File: config.mk
export PLATFORM = sky130hd
export DESIGN_NAME = multiplier_datapath_taint_track_flat
export DESIGN_NICKNAME = d
export VERILOG_FILES = /design/src/rtl/multiplier_datapath_taint_track_if.sv /design/src/rtl/multiplier_datapath_taint_track.sv /design/src/flat_wrapper.sv
export SDC_FILE = /design/constraint.sdc
export NUM_CORES = 1
export LEC_CHECK = 0
export ABC_AREA = 1
export ABC_CLOCK_PERIOD_IN_PS = 2800
export CORE_ASPECT_RATIO = 2
export CORE_MARGIN = 2
export CORE_UTILIZATION = 42
export DETAILED_ROUTE_END_ITERATION = 10
export PLACE_DENSITY = 0.8
export RECOVER_POWER = 25
export SETUP_SLACK_MARGIN = 0.2
export SLEW_MARGIN = 20
export SYNTH_ARGS = -nofsm -noshare
export SYNTH_HDL_FRONTEND = slang
export SYNTH_SLANG_ARGS = --single-unit
File: constraint.sdc
create_clock -name clk -period 2.8 [get_ports clk]
set_input_delay 0.56 -clock clk [delete_from_list [all_inputs] [get_ports clk]]
set_output_delay 0.56 -clock clk [all_outputs]
set_load 0.02 [all_outputs]
File: src/rtl/multiplier_datapath_taint_track_if.sv
// multiplier_datapath_taint_track_if: operand, strobe and result bundle between controller and datapath
interface multiplier_datapath_taint_track_if #(parameter int WIDTH = 4);
    logic [WIDTH-1:0]   multiplicand_in;
    logic [WIDTH-1:0]   multiplicand_in_t;
    logic [WIDTH-1:0]   multiplier_in;
    logic [WIDTH-1:0]   multiplier_in_t;
    logic               mdld;
    logic               mdld_t;
    logic               mrld;
    logic               mrld_t;
    logic               rsclear;
    logic               rsclear_t;
    logic               rsload;
    logic               rsload_t;
    logic               rsshr;
    logic               rsshr_t;
    logic [WIDTH-1:0]   multiplierReg;
    logic [WIDTH-1:0]   multiplierReg_t;
    logic [2*WIDTH-1:0] product;
    logic [2*WIDTH-1:0] product_t;

    modport master (
        output multiplicand_in, multiplicand_in_t, multiplier_in, multiplier_in_t,
        output mdld, mdld_t, mrld, mrld_t, rsclear, rsclear_t, rsload, rsload_t, rsshr, rsshr_t,
        input  multiplierReg, multiplierReg_t, product, product_t
    );

    modport slave (
        input  multiplicand_in, multiplicand_in_t, multiplier_in, multiplier_in_t,
        input  mdld, mdld_t, mrld, mrld_t, rsclear, rsclear_t, rsload, rsload_t, rsshr, rsshr_t,
        output multiplierReg, multiplierReg_t, product, product_t
    );
endinterface

File: src/rtl/multiplier_datapath_taint_track.sv
// multiplier_datapath_taint_track: shift-add multiplier datapath with per-bit shadow taint
module multiplier_datapath_taint_track #(
    parameter int WIDTH = 4
) (
    input logic                              clk,
    input logic                              rst,
    multiplier_datapath_taint_track_if.slave bus
);
    logic [WIDTH-1:0]   md, md_t, mr, mr_t;
    logic [2*WIDTH:0]   rs, rs_t, rs_n, rs_t_base, rs_t_n;
    logic [WIDTH:0]     sum, sum_t;
    logic [WIDTH-1:0]   m, neg_m;

    // next RS value/taint: clear > load > shift, then control-taint overlays
    always_comb begin
        sum       = {1'b0, rs[2*WIDTH-1:WIDTH]} + {1'b0, md};
        m         = rs_t[2*WIDTH-1:WIDTH] | md_t;
        neg_m     = ~m + WIDTH'(1);
        sum_t     = {|m, m | neg_m};
        rs_n      = bus.rsclear ? '0 :
                    bus.rsload  ? {sum, rs[WIDTH-1:0]} :
                    bus.rsshr   ? rs >> 1 : rs;
        rs_t_base = bus.rsclear ? {(2*WIDTH+1){bus.rsclear_t}} :
                    bus.rsload  ? {sum_t, rs_t[WIDTH-1:0]} :
                    bus.rsshr   ? rs_t >> 1 : rs_t;
        rs_t_n    = (bus.rsclear_t || bus.rsshr_t) ? '1 :
                    bus.rsload_t ? {{(WIDTH+1){1'b1}}, rs_t_base[WIDTH-1:0]} : rs_t_base;
    end

    // register update; reset overrides every strobe and clears all taint
    always_ff @(posedge clk) begin
        if (rst) begin
            md   <= '0;
            md_t <= '0;
            mr   <= '0;
            mr_t <= '0;
            rs   <= '0;
            rs_t <= '0;
        end else begin
            md   <= bus.mdld ? bus.multiplicand_in : md;
            md_t <= bus.mdld_t ? '1 : bus.mdld ? bus.multiplicand_in_t : md_t;
            mr   <= bus.mrld ? bus.multiplier_in : mr;
            mr_t <= bus.mrld_t ? '1 : bus.mrld ? bus.multiplier_in_t : mr_t;
            rs   <= rs_n;
            rs_t <= rs_t_n;
        end
    end

    assign bus.multiplierReg   = mr;
    assign bus.multiplierReg_t = mr_t;
    assign bus.product         = rs[2*WIDTH-1:0];
    assign bus.product_t       = rs_t[2*WIDTH-1:0];
endmodule

File: src/flat_wrapper.sv
// flat-port wrapper written by rule: the top's interface ports become plain ports
module multiplier_datapath_taint_track_flat 
#(
    parameter int WIDTH = 4
)
  (clk, rst, bus_multiplicand_in, bus_multiplicand_in_t, bus_multiplier_in, bus_multiplier_in_t, bus_mdld, bus_mdld_t, bus_mrld, bus_mrld_t, bus_rsclear, bus_rsclear_t, bus_rsload, bus_rsload_t, bus_rsshr, bus_rsshr_t, bus_multiplierReg, bus_multiplierReg_t, bus_product, bus_product_t);
  multiplier_datapath_taint_track_if #(.WIDTH(WIDTH)) bus_i ();
  input logic clk;
  input logic rst;
  input wire logic [$bits(bus_i.multiplicand_in)-1:0] bus_multiplicand_in;
  input wire logic [$bits(bus_i.multiplicand_in_t)-1:0] bus_multiplicand_in_t;
  input wire logic [$bits(bus_i.multiplier_in)-1:0] bus_multiplier_in;
  input wire logic [$bits(bus_i.multiplier_in_t)-1:0] bus_multiplier_in_t;
  input wire logic [$bits(bus_i.mdld)-1:0] bus_mdld;
  input wire logic [$bits(bus_i.mdld_t)-1:0] bus_mdld_t;
  input wire logic [$bits(bus_i.mrld)-1:0] bus_mrld;
  input wire logic [$bits(bus_i.mrld_t)-1:0] bus_mrld_t;
  input wire logic [$bits(bus_i.rsclear)-1:0] bus_rsclear;
  input wire logic [$bits(bus_i.rsclear_t)-1:0] bus_rsclear_t;
  input wire logic [$bits(bus_i.rsload)-1:0] bus_rsload;
  input wire logic [$bits(bus_i.rsload_t)-1:0] bus_rsload_t;
  input wire logic [$bits(bus_i.rsshr)-1:0] bus_rsshr;
  input wire logic [$bits(bus_i.rsshr_t)-1:0] bus_rsshr_t;
  output wire logic [$bits(bus_i.multiplierReg)-1:0] bus_multiplierReg;
  output wire logic [$bits(bus_i.multiplierReg_t)-1:0] bus_multiplierReg_t;
  output wire logic [$bits(bus_i.product)-1:0] bus_product;
  output wire logic [$bits(bus_i.product_t)-1:0] bus_product_t;
  assign bus_i.multiplicand_in = bus_multiplicand_in;
  assign bus_i.multiplicand_in_t = bus_multiplicand_in_t;
  assign bus_i.multiplier_in = bus_multiplier_in;
  assign bus_i.multiplier_in_t = bus_multiplier_in_t;
  assign bus_i.mdld = bus_mdld;
  assign bus_i.mdld_t = bus_mdld_t;
  assign bus_i.mrld = bus_mrld;
  assign bus_i.mrld_t = bus_mrld_t;
  assign bus_i.rsclear = bus_rsclear;
  assign bus_i.rsclear_t = bus_rsclear_t;
  assign bus_i.rsload = bus_rsload;
  assign bus_i.rsload_t = bus_rsload_t;
  assign bus_i.rsshr = bus_rsshr;
  assign bus_i.rsshr_t = bus_rsshr_t;
  assign bus_multiplierReg = bus_i.multiplierReg;
  assign bus_multiplierReg_t = bus_i.multiplierReg_t;
  assign bus_product = bus_i.product;
  assign bus_product_t = bus_i.product_t;
  multiplier_datapath_taint_track #(.WIDTH(WIDTH)) u_core (.clk(clk), .rst(rst), .bus(bus_i));
endmodule
* Word level (Yosys, flattened, before mapping) *
Cells that the tools add are included.

word-level totals
  register bits after elaboration = 34
  input bits = 28
  output and inout port bits = 24
  word-level logic and storage cells = 33

cells by class
  add/sub/neg operators = 2
  muxes and demuxes = 11
  bitwise logic cells = 4
  reductions and logical operators = 8

operators with widths
  cell                                         count
  two-way mux 9 bit                            7
  two-way mux 4 bit                            4
  bitwise OR 4 bit                             2
  nonzero test 2 bit                           3
  adder 4 x 4 -> 5 bit                         1
  nonzero test 5 bit                           1
  adder 4 x 1 -> 4 bit, second input constant  1
  NOT 4 bit                                    1
  OR reduction 4 bit                           1
  AND reduction 2 bit                          1
  OR reduction 2 bit                           1
  logical OR 1 bit                             1
  NOT 1 bit                                    1

* Depth between registers and ports, before layout *
  depth in word-level cells = 8
  mapped depth = 8
  mapped depth without buffers = 8

* Worst setup path after synthesis *
Ideal clock, no wire load.

  path type = register to register
  start point = register u_core.rs[4]
  end point = register u_core.rs[8]
  setup time = 0.070 ns
  data arrival time = 1.267 ns
  data required time = 2.730 ns
  path slack = 1.463 ns
  cell stages (with the launch flop) = 9
  path buffers = 0
  clock period less this slack = 1.337 ns
  cells stage by stage = dfxtp_1 ha_1 inv_1 fa_1 inv_1 a21oi_1 nor2_1 o21ai_0 a21oi_1

between the ends
  word-level cells in the longest chain between the ends = 2

RTL lines
  item                      line                                   text
  start: declaration        multiplier_datapath_taint_track.sv:10  logic [2*WIDTH:0] rs, rs_t, rs_n, rs_t_base, rs_t_n;
  start signal: assignment  multiplier_datapath_taint_track.sv:44  rs <= rs_n;
  adder 4 x 4 -> 5 bit      multiplier_datapath_taint_track.sv:16  sum = {1'b0, rs[2*WIDTH-1:WIDTH]} + {1'b0, md};
  two-way mux 9 bit         multiplier_datapath_taint_track.sv:21  bus.rsload ? {sum, rs[WIDTH-1:0]} :

Every way passes these cells.
A chain may end at the register's enable or synchronous reset.

* Worst setup path in the final report *
  start point = register u_core.rs_t[4]
  end point = output bus_product_t[4]

RTL lines
  item                      line                                   text
  start: declaration        multiplier_datapath_taint_track.sv:10
  start signal: assignment  multiplier_datapath_taint_track.sv:45  rs_t <= rs_t_n;
  end: declaration          flat_wrapper.sv:27                     output wire logic [$bits(bus_i.product_t)-1:0] bus_product_t;

No word-level cell between the ends.

==> results.cfg <==
[status]
status = complete, no violations

[finish]
stdcell_count = 312
diodes = 0
drive_above_1_share_pct = 8.81
area_delta_synth_final_pct = 32.3
nNetsFinal = 293

[setup_path]
startpoint_type = flip-flop
endpoint_kind = primary output
path_buf_inv = 1
critPathSlowestCell = clkdlybuf4s50_1
crit_type = flip-flop to primary output
critPathMaxFanout = 4
critical-path-top-delay-family = buffers and inverters
cp.required_ns = 2.24
worstPathArrival_ns = 1.34
crit_chain = clkdlybuf4s50_1
max_stage_delay_ns = 0.65

[sta]
finClkSkew_ns = 0.00880
setup_violations = 0
period_minus_slack_ns = 1.90
tightest_slew_ns = 0.401
max_freq_mhz = 526
rsz0062_at_grt = false
holdWs_ns = 0.467
setup_tns_ns = 0
setup_ws_ns = 0.899
hold_viol = 0
min_period_over_period_pct = 67.9
slew_violations = 0
slew_headroom_pct = 73.2

[synth]
avgSynthCellArea_um2 = 7.55
synth.area.mux_share_pct = 0
yosysTopAreaCellShare_pct = 40.6
ys_ff_latch = 34
yosys_warnings = 0
yosys.cell_types.count = 27
synth-adder-area-share_pct = 4.18
synth_cells = 222
netlist_area_um2 = 1680
synth_xor_xnor_area_share_pct = 0
synth_area_leaders = dfxtp_1 (41%), nand2_1 (7.6%), a21oi_1 (7.5%), buf_4 (7.2%), nor2_1 (6.7%)
synthSimpleGateAreaFrac_pct = 23.7
synth_compound_gate_area_share_pct = 17.3
yosys.area.top_type = dfxtp_1
syn_nets = 255
ys_async_sr_fraction_pct = 0
synth_ff_type = dfxtp_1
ys_seq_area_share_pct = 40.6
synth_top_family_by_area = simple AND/OR/NAND/NOR gates
synth_edf_count = 0

[placed_design]
dpl.cell_count = 304
place_worst_setup_slack_ns = 0.609
dpl.hpwl_um = 3020
gp_congestion = 0.895
numPortBuffers = 51

[cts]
post-cts-setup-buffers = 0
cts_tree = done
cts.root.buffer_cell = clkbuf_8
cts_num_sinks = 34
clkSlewWorstSetupHoldPaths_ns = 0.08
clockBufferDepth = 2
htreeDepth = 2
cts_hold_buf = 0
ctsResizeCount = 0
numCtsBuffers = 5
worstSkewPairLatency_ns = 0.29

[route]
drc = 0
vias = 1560
routedWlPerCell_um = 12.2
routed_wl_um = 3810
detail-route-antenna-nets = 0
drt-pass1-iter-count = 4
via_per_inst = 5.00
drt_iter0_drc = 51

[pwr]
p_per_area_nw_per_um2 = 532
p_leak_nw = 0.915
ir_worst_vdd_mv = 0.400

[run]
cap_viol_max_count = 0

[floorplanning]
ioPinCount = 52
die_w_um = 48.7
fp.dieH_um = 93.3
dieArea_um2 = 4540
num_rows = 32
core-area_um2 = 3840
initial_core_util_pct = 43.6

[grt]
grt_pass1_wl_um = 6360
grt_max_degree = 12
grt_remaining_overflow = 0
grt_antenna_before_repair = 0
grt_usage_pct = 18.0
first_global_vias = 1440

[min_path]
hold_path.class = flip-flop to flip-flop
[synthesized netlist by cell type (3+ instances only)]
cell     count
inv_2        3
nor2_4       4
a21oi_1     25
a31oi_1      4
dfxtp_1     34
buf_4       16
o21ai_0     17
inv_1       19
nand3_1     10
nand2_1     34
nand4_1      5
ha_1         4
nor2_1      30
[path summary, 6_finish.rpt]
kind / start / endpoint / slack (ns) / cells past startpoint
worst min-delay path: u_core.md_t[1]$_SDFFE_PP0P_ / u_core.md_t[1]$_SDFFE_PP0P_ / 0.47 / 2
worst min register to register: u_core.md_t[1]$_SDFFE_PP0P_ / u_core.md_t[1]$_SDFFE_PP0P_ / 0.47 / 2
worst max register to register: u_core.rs[4]$_SDFFE_PP0P_ / u_core.rs[8]$_SDFFE_PP0P_ / 1.27 / 8
worst max-delay path: u_core.rs_t[4]$_SDFFE_PP0P_ / bus_product_t[4] / 0.90 / 1
[registers in the layout, indices dropped and copies added (netlist names)]
register	count
u_core.md_t	4
u_core.bus.multiplierReg	4
u_core.rs_t	9
u_core.bus.multiplierReg_t	4
u_core.rs	9
u_core.md	4
[report_power, final]
part | total, W | internal (W) | switching [W]
combinational | 0.000203 | 0.0000965 | 0.000107
clock | 0.000445 | 0.000262 | 0.000183
sequential | 0.000531 | 0.000512 | 0.0000186
total | 0.00118 | 0.000871 | 0.000308
[cell type report]
cell class	instances	area, um2
multi-input combinational	144	757
tap	51	63.8
inverter	23	88.8
clock inverter	3	40.0
sequential	34	681
timing repair buffer	52	518
fill	355	1630
clock buffer	5	68.8
[placed cells by master (no fill, tap or decap)]
cell / Yosys / final
dlygate4sd3_1: 0 / 3
a211oi_2: 1 / 1
clkbuf_8: 0 / 5
inv_4: 1 / 1
bufinv_16: 0 / 1
nand2_1: 34 / 34
o21ai_0: 17 / 17
nand4_1: 5 / 5
inv_1: 19 / 19
nor2_4: 4 / 4
clkdlybuf4s50_1: 0 / 48
nand2_2: 2 / 2
a21oi_2: 2 / 2
ha_1: 4 / 4
nor2_1: 30 / 30
nand3_1: 10 / 10
or2_1: 1 / 1
fa_1: 1 / 1
buf_4: 16 / 1
dfxtp_1: 34 / 34
o211ai_1: 1 / 1
a22o_1: 1 / 1
a21oi_1: 25 / 25
o221ai_1: 1 / 1
a31oi_1: 4 / 4
clkinv_2: 0 / 2
inv_2: 3 / 3
nand2_4: 1 / 1
[logic make-up after synthesis]
kind of cell | Yosys count
simple gates | 87
compound gates | 52
buf+inv | 44
flops | 34
fa+ha+maj | 5
[layer usage]
metal | vias up | share of wire, % | global-route usage [%]
met5 | - | 0 | 0
met4 | 0 | 3.8 | 12.1
met3 | 15 | 3.7 | 4.31
met2 | 40 | 56 | 32.0
met1 | 721 | 37 | 18.3
li1 | 784 | - | -
[worst reg2reg max path, stage by stage (launching register included)]
cell	delay [ns]
dfxtp_1	0.40
ha_1	0.19
inv_1	0.05
fa_1	0.35
inv_1	0.09
a21oi_1	0.07
nor2_1	0.10
o21ai_0	0.09
a21oi_1	0.14
[metrics by stage]
| stage | instance area [um2] | total power (W) | utilization [%] |
|---|---|---|---|
| after floorplan | 1680 | 0.000660 | - |
| after global placement | 2110 | 0.000742 | 54.9 |
| after detailed placement | 2110 | 0.000746 | 54.9 |
| after CTS | 2220 | 0.00119 | 57.7 |
| after global routing | 2220 | 0.00123 | 57.7 |
| final | 2220 | 0.00118 | 57.7 |
No activity file was read; power rests on OpenSTA's default activity.
